[config.mk]
export PLATFORM = sky130hd
export DESIGN_NAME = uart_tx_arbiter
export DESIGN_NICKNAME = d
export VERILOG_FILES = /design/src/rtl/uart_tx_arbiter.sv
export SDC_FILE = /design/constraint.sdc
export NUM_CORES = 1
export LEC_CHECK = 0
export ABC_CLOCK_PERIOD_IN_PS = 2200
export CAP_MARGIN = 20
export CORE_MARGIN = 1.5
export CORE_UTILIZATION = 35
export DETAILED_ROUTE_END_ITERATION = 8
export GPL_ROUTABILITY_DRIVEN = 0
export GPL_TIMING_DRIVEN = 0
export PLACE_DENSITY = 0.74
export SLEW_MARGIN = 20
export SYNTH_ARGS = -nofsm -noshare
export SYNTH_HDL_FRONTEND = slang
export SYNTH_SLANG_ARGS = --single-unit
[constraint.sdc]
create_clock -name clk -period 2.2 [get_ports clk]
set_clock_uncertainty 0.05 [all_clocks]
set_input_delay 0.66 -clock clk [delete_from_list [all_inputs] [get_ports clk]]
set_output_delay 0.66 -clock clk [all_outputs]
set_load 0.05 [all_outputs]
[src/rtl/uart_tx_arbiter.sv]
// Round-robin sequencer sharing one uart_tx between NUM_REQ byte producers.
// Optional grant retention via req_lock_in when UART_TX_ARB_LOCK_EN is defined.
module uart_tx_arbiter #(
  parameter int NUM_REQ = 2
) (
  input  logic                       clk,
  input  logic                       rst_n,
  input  logic [NUM_REQ-1:0]         req_valid_in,
  input  logic [8*NUM_REQ-1:0]       req_byte_in,
  input  logic [NUM_REQ-1:0]         req_lock_in,
  output logic [NUM_REQ-1:0]         req_ready_out,
  output logic                       tx_start_out,
  output logic [7:0]                 tx_byte_out,
  input  logic                       tx_done_in,
  output logic [$clog2(NUM_REQ)-1:0] grant_id_out,
  output logic                       busy_out
);

  localparam int IW = $clog2(NUM_REQ);

  localparam logic [1:0] IDLE      = 2'd0;
  localparam logic [1:0] START     = 2'd1;
  localparam logic [1:0] WAIT_DONE = 2'd2;

  logic [1:0]    state;
  logic          win_found;
  logic [IW-1:0] win_id;
  logic          accept;

`ifndef UART_TX_ARB_LOCK_EN
  logic unused_lock;
  assign unused_lock = ^req_lock_in;
`endif

  // Descending scan so the nearest requester after the pointer wins.
  always_comb begin
    win_found = 1'b0;
    win_id    = grant_id_out;
    for (int k = NUM_REQ; k >= 1; k--) begin
      if (req_valid_in[(int'(grant_id_out) + k) % NUM_REQ]) begin
        win_found = 1'b1;
        win_id    = IW'((int'(grant_id_out) + k) % NUM_REQ);
      end
    end
`ifdef UART_TX_ARB_LOCK_EN
    if (req_lock_in[grant_id_out]) begin
      win_found = req_valid_in[grant_id_out];
      win_id    = grant_id_out;
    end
`endif
  end

  assign accept = rst_n && (state == IDLE) && win_found;

  always_comb begin
    req_ready_out = '0;
    if (accept) req_ready_out[win_id] = 1'b1;
  end

  assign tx_start_out = (state == START);
  assign busy_out     = (state != IDLE);

  always_ff @(posedge clk or negedge rst_n) begin
    if (!rst_n) begin
      state        <= IDLE;
      tx_byte_out  <= 8'h00;
      grant_id_out <= IW'(NUM_REQ - 1);
    end else begin
      unique case (state)
        IDLE: begin
          if (accept) begin
            tx_byte_out  <= req_byte_in[int'(win_id)*8 +: 8];
            grant_id_out <= win_id;
            state        <= START;
          end
        end
        START:     state <= WAIT_DONE;
        WAIT_DONE: if (tx_done_in) state <= IDLE;
        default:   state <= IDLE;
      endcase
    end
  end

endmodule

==> results.yml, run 1 <==
run_status:
  status: "completed"
setup_path:
  critPathArrivalTime_ps: 1480
  cp_slowest_cell: "nor3b_4"
  cp-end-kind: "output pin"
  crit_fanout: 5
  timing.critical_path.buf_inv: 2
  cp_slowest_stage_delay_ps: 220
  r2r_cells: 3
  ff2ff_setup_slack_ps: 700
  r2r_end: "tx_byte_out[3]$_DFFE_PN0P_"
  cp-start-kind: "input pin"
  r2r_start: "grant_id_out$_DFFE_PN1P_"
  path_cells: "buf_12 > nor3b_4 > and2_4 > a21boi_4 > buf_6"
  endpoint: "req_ready_out[1]"
  crit_required_ps: 1490
  critPathTopFamily: "simple AND/OR/NAND/NOR gates"
  path_depth: 5
  worstSetupStartpoint: "rst_n"
  crit_type: "input pin to output pin"
timing:
  finalSetupTns_ps: 0
  fin_ws_ps: 7.32
  fin_crit_sh: 0.997
  tightest_slew_ps: 502
  hold_violations: 0
  slew_headroom: 0.664
  fmax_mhz: 456
  rsz0062_at_grt: "yes"
  period_minus_slack_ps: 2190
  setup_viol: 0
  maxSlewViolCount: 0
floorplanning:
  die_w_um: 43.9
  core_area_mm2: 0.00154
  num_rows: 14
  start_util: 0.379
  dieHeight_um: 43.9
  dieArea_mm2: 0.00192
  ioPinCount: 36
global_routing:
  grt_use_met3: 0.0375
  busiest_layer: "met2"
  gr-total-overflow: 0
  grt_start_max_net_pins: 13
  grt_pass1_vias: 668
  antenna_found_initial: 0
  grtUsageMet1: 0.240
  use_met2: 0.338
  track_usage: 0.198
  grt_first_pass_wirelength_mm: 2.84
clocking:
  clock_latency_ps: 260
  root_buffer: "clkbuf_4"
  cts_tree: "built"
  htree_levels: 1
  clkSinkCount: 11
  cts.clk_slew.worst_paths_ps: 70
  cts_buffer_depth: 2
  cts_made_buffers: 3
  holdBufCountCts: 0
drt:
  drc_errors: 0
  drt-pass1-iter-count: 4
  ant_nets: 0
  post_drt_wl_per_cell_um: 14.1
  drtIter0Drc: 19
  vias: 660
  vias_per_cell: 5.41
  wirelength_mm: 1.72
synthesis:
  synthCells: 62
  synth-compound-area-share: 0.255
  synthSimpleGateAreaFrac: 0.225
  synth_fp_nets: 85
  yosysUniqueCellTypes: 18
  avgSynthCellArea_um2: 9.42
  synthXorXnorAreaFrac: 0
  synth-seq-area-share: 0.473
  yosys-mux-area-fraction: 0
  synth_fa_ha_area_frac: 0
  synth_top_family_by_area: "compound AO/OA/AOI/OAI gates"
  syn_area_um2: 584
  synth_seq_cells: 11
  yosysWarnings: 0
final_layout:
  final_common_cell: "clkdlybuf4s50_1"
  syn2layout_area_growth_pct: 82.4
  final_nets: 130
  layout-drive-gt1-share: 0.264
  final_cells: 122
  final_cell_mix: "clkdlybuf4s50_1 (25), dfrtp_1 (10), a21oi_1 (9), a31oi_1 (9)"
  fillers: 141
  num_antenna_cells: 0
min_path:
  hold_path.class: "input pin to async pin"
placed_design:
  place_hpwl_mm: 1.20
  placed_cells: 111
  io_buffers: 33
  dp_slack_ps: -1750
pwr:
  leakagePower_nw: 0.450
  powerDensity_mw_per_mm2: 1300
  fin_total_pwr_mw: 1.38
  ir_drop_v: 0.000656
job:
  maxCapViolCount: 0
[report_power, final]
part | total [mW] | leakage, nW | switching (mW) | internal (mW)
registers | 0.363 | 0.125 | 0.0648 | 0.298
logic | 0.883 | 0.310 | 0.549 | 0.334
clock network | 0.137 | 0.0150 | 0.0673 | 0.0701
total | 1.38 | 0.450 | 0.681 | 0.703
[metrics by stage]
stage / hold slack [ps] / instance area (um2) / util
2_1_floorplan: 314 / 602 / -
3_3_place_gp: 481 / 952 / 0.618
3_5_place_dp: 487 / 952 / 0.618
4_1_cts: 125 / 1020 / 0.665
5_1_grt: 203 / 1070 / 0.692
6_report: 202 / 1070 / 0.692
[routing by layer]
layer,vias to the layer above,part of all wire
met2,27,0.51
met4,0,0.019
met1,309,0.41
met5,-,0
met3,4,0.067
li1,320,-
[Yosys cell counts]
cell type,n,area share
o21ai_0,8,0.069
and3_1,1,0.011
nor3b_4,1,0.032
dfstp_2,1,0.045
buf_2,1,0.0086
nor3b_1,1,0.013
nand3_1,8,0.069
a21oi_1,9,0.077
or2_2,2,0.021
a21boi_1,1,0.013
a31oi_1,9,0.096
buf_8,1,0.026
and2_4,1,0.015
nor2b_1,3,0.032
nand2b_1,2,0.021
or2_0,1,0.011
dfrtp_1,10,0.43
clkbuf_1,2,0.013
[sequential cells by signal, indices dropped and copies added (netlist names)]
signal,flops
tx_byte_out,8
state,2
grant_id_out,1
[worst register-to-register path, stage by stage, from the launching register on]
cell and delay (ps):
dfstp_2 580, nor2b_1 430, o21ai_0 170, a31oi_1 190
[layout make-up]
| type | count | area [um2] | area share |
|---|---|---|---|
| plain buffers | 3 | 37.5 | 0.0352 |
| clock buffers | 4 | 26.3 | 0.0246 |
| multi-input cells | 47 | 307 | 0.288 |
| flip-flops and latches | 11 | 277 | 0.259 |
| well taps | 16 | 20.0 | 0.0188 |
| repair buffers | 41 | 399 | 0.374 |
[logic make-up after synthesis]
logic type / Yosys count
compound gates: 27
simple gates: 20
flops: 11
buf+inv: 4
[how the worst min path moves through the flow]
stage	end	cells after the start	startpoint	slack, ps
after global routing	state[1]$_DFFE_PN0P_	2	rst_n	200
after floorplan	state[0]$_DFFE_PN0P_	0	rst_n	310
after global placement	tx_byte_out[7]$_DFFE_PN0P_	2	tx_byte_out[7]$_DFFE_PN0P_	480
after CTS	tx_byte_out[6]$_DFFE_PN0P_	1	rst_n	130
after detailed placement	tx_byte_out[7]$_DFFE_PN0P_	2	tx_byte_out[7]$_DFFE_PN0P_	490
final	state[1]$_DFFE_PN0P_	2	rst_n	200
[repair_timing]
action	in CTS	in global routing
gates cloned	0	0
buffers inserted	3	5
setup endpoints to repair	15	2
pin swaps	1	2
gates resized for setup	41	4
Note: power is estimated with default switching activity, not from simulation.
==> run 2, diff against run 1 <==
--- a/config.mk
+++ b/config.mk
@@ -5,14 +5,14 @@
 export SDC_FILE = /design/constraint.sdc
 export NUM_CORES = 1
 export LEC_CHECK = 0
-export ABC_CLOCK_PERIOD_IN_PS = 2200
 export CAP_MARGIN = 20
 export CORE_MARGIN = 1.5
-export CORE_UTILIZATION = 35
+export CORE_UTILIZATION = 37
+export CTS_BUF_LIST = sky130_fd_sc_hd__clkbuf_2 sky130_fd_sc_hd__clkbuf_4 sky130_fd_sc_hd__clkbuf_8
 export DETAILED_ROUTE_END_ITERATION = 8
 export GPL_ROUTABILITY_DRIVEN = 0
 export GPL_TIMING_DRIVEN = 0
-export PLACE_DENSITY = 0.74
+export PLACE_DENSITY = 0.77
 export SLEW_MARGIN = 20
 export SYNTH_ARGS = -nofsm -noshare
 export SYNTH_HDL_FRONTEND = slang
==> run 2 against run 1 <==
- the flow now finishes with violations (setup timing)
- sequential cell count did not move
- highest routed layer unchanged
- clock power grew 14%
- largest cell class unchanged
- design area up 2.0%
- non-clock buffer count is 3 higher
- critical endpoint unchanged
- power grew 1.7%
==> results.yml, run 2 (synthesis gave the netlist of run 1 again) <==
pwr:
  p_clk_frac: 0.111
  combinationalPowerShare: 0.633
  sequentialPowerShare: 0.256
  leakagePower_nw: 0.461
  p_sw_frac: 0.489
  ir_drop_v: 0.000673
  switchingPower_mw: 0.688
  p_int_mw: 0.719
  powerDensity_mw_per_mm2: 1290
clocking:
  cts_made_buffers: 3
  cts.clk_slew.worst_paths_ps: 80
  root_buffer: "clkbuf_4"
  clkSinkCount: 11
  clock_latency_ps: 270
  htree_levels: 1
  holdBufCountCts: 0
  cts_tree: "built"
  cts_buffer_depth: 2
global_routing:
  grt_pass1_vias: 649
  grt_start_max_net_pins: 13
  gr-total-overflow: 0
  grt_first_pass_wirelength_mm: 2.81
  track_usage: 0.210
  antenna_found_initial: 0
drt:
  ant_nets: 0
  vias_per_cell: 5.47
  drtIter0Drc: 21
  wirelength_mm: 1.75
  vias: 684
  post_drt_wl_per_cell_um: 14.0
  drc_errors: 0
  drt-pass1-iter-count: 4
floorplanning:
  core_area_mm2: 0.00149
  dieArea_mm2: 0.00183
  num_rows: 14
  dieHeight_um: 42.7
  start_util: 0.392
  ioPinCount: 36
  die_w_um: 42.7
placed_design:
  post_dp_cell_area_um2: 952
  place_hpwl_mm: 1.14
  placed_cells: 111
  io_buffers: 33
job:
  maxCapViolCount: 0
timing:
  hold_violations: 0
  whs_ps: 196
  slew_headroom: 0.651
  rsz0062_at_grt: "yes"
  setup_viol: 1
  fin_ws_ps: -11.3
  fmax_mhz: 452
  finalSetupTns_ps: -11.3
  period_minus_slack_ps: 2210
  tightest_slew_ps: 523
  fin_crit_sh: 1.01
  maxSlewViolCount: 0
run_status:
  violations: "setup timing"
  status: "complete, but fails checks"
setup_path:
  cp-start-kind: "input pin"
  crit_type: "input pin to output pin"
  cp_slowest_stage_delay_ps: 230
  path_cells: "buf_12 > nor3b_4 > and2_4 > a21boi_4 > buf_6"
  critPathArrivalTime_ps: 1500
  cp-end-kind: "output pin"
  critPathTopFamily: "simple AND/OR/NAND/NOR gates"
  cp_slowest_cell: "nor3b_4"
  timing.critical_path.buf_inv: 2
  crit_fanout: 7
  crit_required_ps: 1490
final_layout:
  num_antenna_cells: 0
  layout-drive-gt1-share: 0.275
  design_area_mm2: 0.00109
  largest_register_ffs: 8
  fillers: 126
  syn2layout_area_growth_pct: 86.1
  fin_util: 0.730
  regMostFlops: "tx_byte_out"
  final_cells: 125
  largestRegisters: "tx_byte_out: 8 flops, state: 2 flops, grant_id_out: 1 flops"
  final_nets: 133
  final_common_cell: "clkdlybuf4s50_1"
  final_cell_mix: "clkdlybuf4s50_1 (25), buf_4 (11), dfrtp_1 (10)"
min_path:
  hold_path.class: "input pin to async pin"
run 2: changes by cell type in the layout (fill, tap and decap cells not counted), sizes merged:
cell,delta
clkbuf,+1
buf,+2
run 2: final cells by class:
type                    count  area [um2]  area share
clock buffers               4        30.0      0.0276
flip-flops and latches     11         277       0.254
multi-input cells          47         297       0.273
well taps                  16        20.0      0.0184
repair buffers             44         428       0.394
plain buffers               3        36.3      0.0334
run 2: through the flow:
stage	worst slack (ps)	total power, mW
global route	-65.1	1.48
detailed placement	-1740	1.21
global placement	-1720	1.20
CTS	-56.6	1.39
floorplan	-56.9	0.927
finish	-11.3	1.41
run 2: power groups by stage:
stage	Clock (mW)	Sequential (mW)	Combinational (mW)
final	0.156	0.361	0.890
after global routing	0.167	0.375	0.938
after global placement	0	0.363	0.839
after CTS	0.158	0.361	0.871
after floorplan	0	0.646	0.281
after detailed placement	0	0.363	0.847
run 2: layer usage:
layer  up-vias  global-route usage  share of wire
li1        326                   -              -
met1       326               0.237           0.39
met2        28               0.355           0.52
met3         4              0.0766          0.069
met4         0              0.0813          0.017
met5         -                   0              0
run 2: repair_timing:
item | 4_1_cts | 5_1_grt
setup buffers | 4 | 7
endpoints found under the setup margin | 15 | 2
gates resized for setup | 43 | 0
pin swaps | 2 | 3
run 2: worst paths after layout:
| check | from | end | slack [ps] | cells after the start |
|---|---|---|---|---|
| worst max-delay path | rst_n | req_ready_out[1] | -10 | 5 |
| worst min-delay path | rst_n | tx_byte_out[7]$_DFFE_PN0P_ | 200 | 2 |
| worst max register to register | grant_id_out$_DFFE_PN1P_ | tx_byte_out[7]$_DFFE_PN0P_ | 720 | 3 |
| worst min register to register | tx_byte_out[0]$_DFFE_PN0P_ | tx_byte_out[0]$_DFFE_PN0P_ | 500 | 2 |
| max in group asynchronous | rst_n | grant_id_out$_DFFE_PN1P_ | 1680 | 2 |
| min in group clk | tx_byte_out[0]$_DFFE_PN0P_ | tx_byte_out[0]$_DFFE_PN0P_ | 500 | 2 |
run 2: worst register-to-register path, delay by kind of cell, from the launching register on:
| kind | cells | cell delay [ps] |
|---|---|---|
| AOI/OAI and AO/OA | 2 | 380 |
| DFF | 1 | 560 |
| and+or+nand+nor | 1 | 420 |
